[config.mk]
export PLATFORM = sky130hd
export DESIGN_NAME = latch_bank_write_arb
export DESIGN_NICKNAME = d
export VERILOG_FILES = /design/src/rtl/latch_bank_write_arb.sv
export SDC_FILE = /design/constraint.sdc
export NUM_CORES = 1
export LEC_CHECK = 0
export ABC_CLOCK_PERIOD_IN_PS = 5010
export BUFFER_PORTS_ARGS = -buffer_cell sky130_fd_sc_hd__buf_2
export CORE_ASPECT_RATIO = 0.8
export CORE_MARGIN = 4
export CORE_UTILIZATION = 48
export CTS_CLUSTER_SIZE = 12
export DETAILED_ROUTE_END_ITERATION = 8
export PLACE_DENSITY = 0.74
export SLEW_MARGIN = 20
export SYNTH_ARGS = -nofsm -noshare
export SYNTH_HDL_FRONTEND = slang
export SYNTH_SLANG_ARGS = --single-unit
[constraint.sdc]
create_clock -name Clk -period 5.01 [get_ports Clk]
set_clock_uncertainty 0.1 [all_clocks]
set_input_delay 1.002 -clock Clk [delete_from_list [all_inputs] [get_ports Clk]]
set_output_delay 1.002 -clock Clk [all_outputs]
set_load 0.02 [all_outputs]
[src/rtl/latch_bank_write_arb.sv]
// Two-requester round-robin write arbiter for a bank of gated SR latches.
// Each write drives a setup / gate-pulse / hold waveform, then checks readback.
module latch_bank_write_arb #(
  parameter int unsigned WIDTH     = 8,
  parameter int unsigned SETUP_CYC = 1,
  parameter int unsigned PULSE_CYC = 2,
  parameter int unsigned HOLD_CYC  = 1
) (
  input  logic             Clk,
  input  logic             Reset,
  input  logic             req0,
  input  logic [WIDTH-1:0] data0,
  input  logic             req1,
  input  logic [WIDTH-1:0] data1,
  output logic             gnt0,
  output logic             gnt1,
  output logic             done0,
  output logic             done1,
  output logic             err,
  output logic [7:0]       err_count,
  output logic             busy,
  output logic [WIDTH-1:0] latch_R,
  output logic [WIDTH-1:0] latch_S,
  output logic             latch_G,
  input  logic [WIDTH-1:0] latch_Q
);

  localparam int unsigned MAX_SP  = (SETUP_CYC > PULSE_CYC) ? SETUP_CYC : PULSE_CYC;
  localparam int unsigned MAX_CYC = (MAX_SP > HOLD_CYC) ? MAX_SP : HOLD_CYC;
  localparam int unsigned CW      = (MAX_CYC > 1) ? $clog2(MAX_CYC) : 1;

  typedef enum logic [2:0] {IDLE, SETUP, PULSE, HOLD, CHECK} state_t;

  state_t           state;
  logic [CW-1:0]    cnt;
  logic [WIDTH-1:0] wdata;
  logic             owner;   // requester currently being served
  logic             rr_ptr;  // 1: requester 1 wins the next contended grant
  logic             pick;
  logic [WIDTH-1:0] pick_data;

  always_comb begin
    pick      = req1 & (~req0 | rr_ptr);
    pick_data = pick ? data1 : data0;
  end

  // Outputs are loaded on the edge entering each state, so they line up with it.
  always_ff @(posedge Clk) begin
    if (Reset) begin
      state     <= IDLE;
      cnt       <= '0;
      wdata     <= '0;
      owner     <= 1'b0;
      rr_ptr    <= 1'b0;
      gnt0      <= 1'b0;
      gnt1      <= 1'b0;
      done0     <= 1'b0;
      done1     <= 1'b0;
      err       <= 1'b0;
      err_count <= '0;
      busy      <= 1'b0;
      latch_R   <= '0;
      latch_S   <= '0;
      latch_G   <= 1'b0;
    end else begin
      gnt0  <= 1'b0;
      gnt1  <= 1'b0;
      done0 <= 1'b0;
      done1 <= 1'b0;
      case (state)
        IDLE: begin
          if (req0 || req1) begin
            owner   <= pick;
            rr_ptr  <= ~pick;
            gnt0    <= ~pick;
            gnt1    <= pick;
            wdata   <= pick_data;
            latch_S <= pick_data;
            latch_R <= ~pick_data;
            latch_G <= 1'b0;
            cnt     <= CW'(SETUP_CYC - 1);
            busy    <= 1'b1;
            state   <= SETUP;
          end
        end
        SETUP: begin
          if (cnt == '0) begin
            latch_G <= 1'b1;
            cnt     <= CW'(PULSE_CYC - 1);
            state   <= PULSE;
          end else begin
            cnt <= cnt - CW'(1);
          end
        end
        PULSE: begin
          if (cnt == '0) begin
            latch_G <= 1'b0;
            cnt     <= CW'(HOLD_CYC - 1);
            state   <= HOLD;
          end else begin
            cnt <= cnt - CW'(1);
          end
        end
        HOLD: begin
          if (cnt == '0) begin
            latch_R <= '0;
            latch_S <= '0;
            state   <= CHECK;
          end else begin
            cnt <= cnt - CW'(1);
          end
        end
        CHECK: begin
          err <= (latch_Q != wdata);
          if ((latch_Q != wdata) && (err_count != 8'hFF))
            err_count <= err_count + 8'd1;
          done0 <= ~owner;
          done1 <= owner;
          busy  <= 1'b0;
          state <= IDLE;
        end
        default: state <= IDLE;
      endcase
    end
  end

endmodule

==> Implementation_results.wiki <==
{| class="wikitable"
! Metric !! Value
|-
| Status || finished, final reports clean
|-
| Worst EP required || roughly 5.1 ns
|-
| Switching power || about 330 uW
|-
| # Max-Cap Violations || 0
|-
| Number of enable-type register cells in the synthesized netlist || 0
|-
| Cell taking the most area after synthesis || sky130_fd_sc_hd__dfxtp_1
|-
| Total standard cell area after synthesis || around 0.0020 mm2
|-
| Biggest fanout along the worst timing path || 5
|-
| Endpoint type of the worst setup path || flip-flop
|-
| Leakage Power || ~1.1 nW
|-
| Number of diodes added for antenna fixing || 0
|-
| Nets in the synthesized netlist || around 240
|-
| Maximum number of pins on one net before global-route repair || 52
|-
| # placed instances || around 310
|-
| CTS max path bufs || 2
|-
| Proportion of register bits with asynchronous set or reset after synthesis || 0%
|-
| Sequential power share || 46.3%
|-
| Worst Hold Depth || 2
|-
| Number of synthesized register bits || 45
|-
| Tcrit/Tclk final || a little under half
|-
| Setup repair after global routing missed its margin || false
|-
| Height of the chip || about 66 um
|-
| Vias per inst || around 5.2
|-
| Detail Route met2 WL || 1.90 mm
|-
| Worst min path class || flip-flop to flip-flop
|-
| Critical Path Source Type || primary input
|-
| Antenna violations before repair || 0
|-
| Grt total ovfl || 0
|-
| Placer congestion estimate || roughly 0.76
|-
| Yosys top cell area share || 44.9%
|-
| Arrival @ worst endpoint || ~2.5 ns
|-
| Cell Area, Placed || 0.00230 mm2
|-
| Worst supply voltage drop on vdd || 0.000240 V
|-
| Filler Cells Inserted || between 300 and 400
|-
| Number of instances resized during post-cts repair || 0
|-
| Total vias in the final route || around 1.6k
|-
| I/O Buffers || 58
|-
| Clock tree from TritonCTS || yes
|-
| CTS H-tree depth || 2
|-
| Power density over the cells || between 400 and 500 mW/mm2
|-
| Mean routed wirelength per cell || roughly 14 um
|-
| Top cells by count, synth || sky130_fd_sc_hd__dfxtp_1 (45), sky130_fd_sc_hd__nor2_1 (34), sky130_fd_sc_hd__nor3_1 (10)
|-
| Placeable Area || a little under 0.004 mm2
|-
| Number of nets with antenna violations after detailed routing || 0
|-
| Share of final-layout standard cells stronger than drive strength 1 || about 31%
|-
| Total Nets Final || between 200 and 300
|-
| Final Non-Filler Cells || between 300 and 400
|-
| Depth of the worst register-to-register path || 5
|-
| Number of DRC violations after detailed routing || 0
|-
| Met3 WL post-DR || 166 um
|-
| Worst R2R Setup Slack || 3.09 ns
|-
| F_max || ~420 MHz
|-
| Clock tree root buffer cell || sky130_fd_sc_hd__clkbuf_8
|-
| Ranking of synthesized cells by area || sky130_fd_sc_hd__dfxtp_1 (45%), sky130_fd_sc_hd__nor2_1 (6.4%), sky130_fd_sc_hd__mux2i_1 (4.5%)
|-
| Fraction of power consumed by the clock network || about a quarter
|-
| Area used by multi-input combinational logic || a little over 0.001 mm2
|-
| Clk Latency, worst-skew pair || slightly below 0.3 ns
|-
| Average footprint of a synthesized cell || 9.60 um2
|-
| Main flop type after synthesis || sky130_fd_sc_hd__dfxtp_1
|-
| Max-slew violation count || 0
|-
| Worst reg2reg path endpoint || err_count[5]
|-
| Die extent in x || ~80 um
|-
| Violation count after the first detailed-routing iteration || 79
|-
| Proportion of synthesized chip area in sequential cells || roughly 45%
|-
| HP Start || latch_G
|-
| Sum of negative setup slack || 0 ns
|-
| Placed wire-length estimate after detailed placement || between 2 and 3 mm
|-
| Clock slew at reported path FFs || ~0.08 ns
|-
| Comb power frac || ~29%
|-
| Final cell area excluding filler cells || about 0.0024 mm2
|-
| Synthesized instance count || around 210
|-
| Cts-stage hold buffer count || 0
|-
| First-pass GRT wire length || roughly 7 mm
|-
| Cell-internal power || around 650 uW
|-
| Total power || approximately 980 uW
|-
| Final worst setup slack || between 2 and 3 ns
|-
| Clock period minus final worst setup slack || ~2.4 ns
|-
| Number of post-CTS setup repair buffers || 0
|-
| Worst slew margin relative to its limit || a little under two fifths
|-
| Setup-failing EPs final || 0
|-
| Die outline area || 0.00528 mm2
|-
| Cell row count || 20
|-
| Measured slew at the worst slew-check pin || around 0.94 ns
|-
| Top Ports || 59
|-
| Final hold slack || about 0.36 ns
|-
| Sink Count || between 40 and 50
|-
| Hold EP || latch_G
|-
| Most frequently used cell type in the post-synthesis netlist || sky130_fd_sc_hd__dfxtp_1
|-
| Initial Utilization || about 50%
|-
| Final core area utilization || roughly 61%
|-
| Total global-route track usage || between 10% and 20%
|-
| YS warnings || 0
|-
| Vias in the first global route || around 1.5k
|-
| Total CTS buffers || 5
|-
| Post-synthesis cell type count || slightly above 40
|-
| Setup CP Type || primary input to flip-flop
|-
| Crit Reg-Reg Startpoint || wdata[5]
|-
| Highest layer used for signal routing || met4
|-
| Number of optimization iterations in the first detailed-route pass || 4
|-
| Final hold violation count || 0
|-
| Area growth from synthesis to final layout || 19.5%
|-
| Switching part of the total || around a third
|-
| Metal1 wirelength || roughly 2.2 mm
|-
| Total routed wirelength || between 4 and 5 mm
|-
| Pre-CTS setup slack || approximately 2.4 ns
|-
| Area taken by flip-flops and latches || ~900 um2
|}
-- per-layer routing --
layer  global-route usage (%)  up-vias
met3                     3.81        5
li1                         -      847
met1                     24.3      762
met5                        0        -
met2                     25.7       34
met4                     7.17        0
-- cell type report --
type	count	share of cell area (%)
Sequential cell	45	37.6
Clock inverter	1	0.209
Clock buffer	7	4.02
Timing Repair Buffer	59	12.4
Tap cell	55	2.87
Inverter	4	0.626
Multi-Input combinational cell	146	42.3
-- power by group through the flow --
stage          Clock (mW)  Combinational, mW  Sequential [mW]
2_1_floorplan           0              0.199            0.479
3_3_place_gp            0              0.276            0.460
5_1_grt             0.272              0.310            0.461
4_1_cts             0.249              0.283            0.453
3_5_place_dp            0              0.280            0.461
6_report            0.244              0.281            0.453
-- cells by family after synthesis --
kind of cell,synth area share [%]
AND/OR/NAND/NOR,23.4
flip-flops,44.9
AO/OA/AOI/OAI,14.5
buffers and inverters,4.55
multiplexers,8.05
XOR/XNOR,3.93
adder cells (fa/ha/maj),0.624
-- flip-flops by register name, summed over array words and instances (netlist names) --
signal / flops
err_count: 8
latch_R: 8
latch_S: 8
wdata: 8
state: 3
busy: 1
cnt: 1
done0: 1
done1: 1
err: 1
gnt0: 1
gnt1: 1
latch_G: 1
owner: 1
rr_ptr: 1
-- placed cells by master (no fill, tap or decap), types with 3 or more instances in the layout --
cell type,netlist,routed
sky130_fd_sc_hd__a211oi_1,9,9
sky130_fd_sc_hd__nor2b_1,6,6
sky130_fd_sc_hd__inv_1,4,4
sky130_fd_sc_hd__nand2b_1,4,4
sky130_fd_sc_hd__nor2_1,34,34
sky130_fd_sc_hd__nand2_1,4,4
sky130_fd_sc_hd__buf_2,7,58
sky130_fd_sc_hd__nor3_1,10,10
sky130_fd_sc_hd__mux2i_1,9,9
sky130_fd_sc_hd__nor4_1,3,3
sky130_fd_sc_hd__mux2_4,4,4
sky130_fd_sc_hd__a2bb2oi_1,8,8
sky130_fd_sc_hd__clkbuf_8,0,7
sky130_fd_sc_hd__a21oi_1,7,7
sky130_fd_sc_hd__xor2_1,8,8
sky130_fd_sc_hd__nand3_1,6,6
sky130_fd_sc_hd__dfxtp_1,45,45
sky130_fd_sc_hd__a22oi_1,8,8
-- worst max-delay path by stage --
stage,from,to
floorplan,latch_Q[6],err_count[5]
global placement,latch_Q[6],err_count[5]
detailed placement,latch_Q[5],err_count[5]
CTS,latch_Q[5],err_count[5]
global route,latch_Q[6],err_count[5]
finish,latch_Q[6],err_count[5]
-- critical path, cell delays in order --
cell and delay (ns):
sky130_fd_sc_hd__buf_2 0.10, sky130_fd_sc_hd__xor2_1 0.13, sky130_fd_sc_hd__nor4_1 0.53, sky130_fd_sc_hd__nand2_1 0.23
sky130_fd_sc_hd__nand4_1 0.16, sky130_fd_sc_hd__mux2_1 0.32
Power figures use the tool's default switching activity.
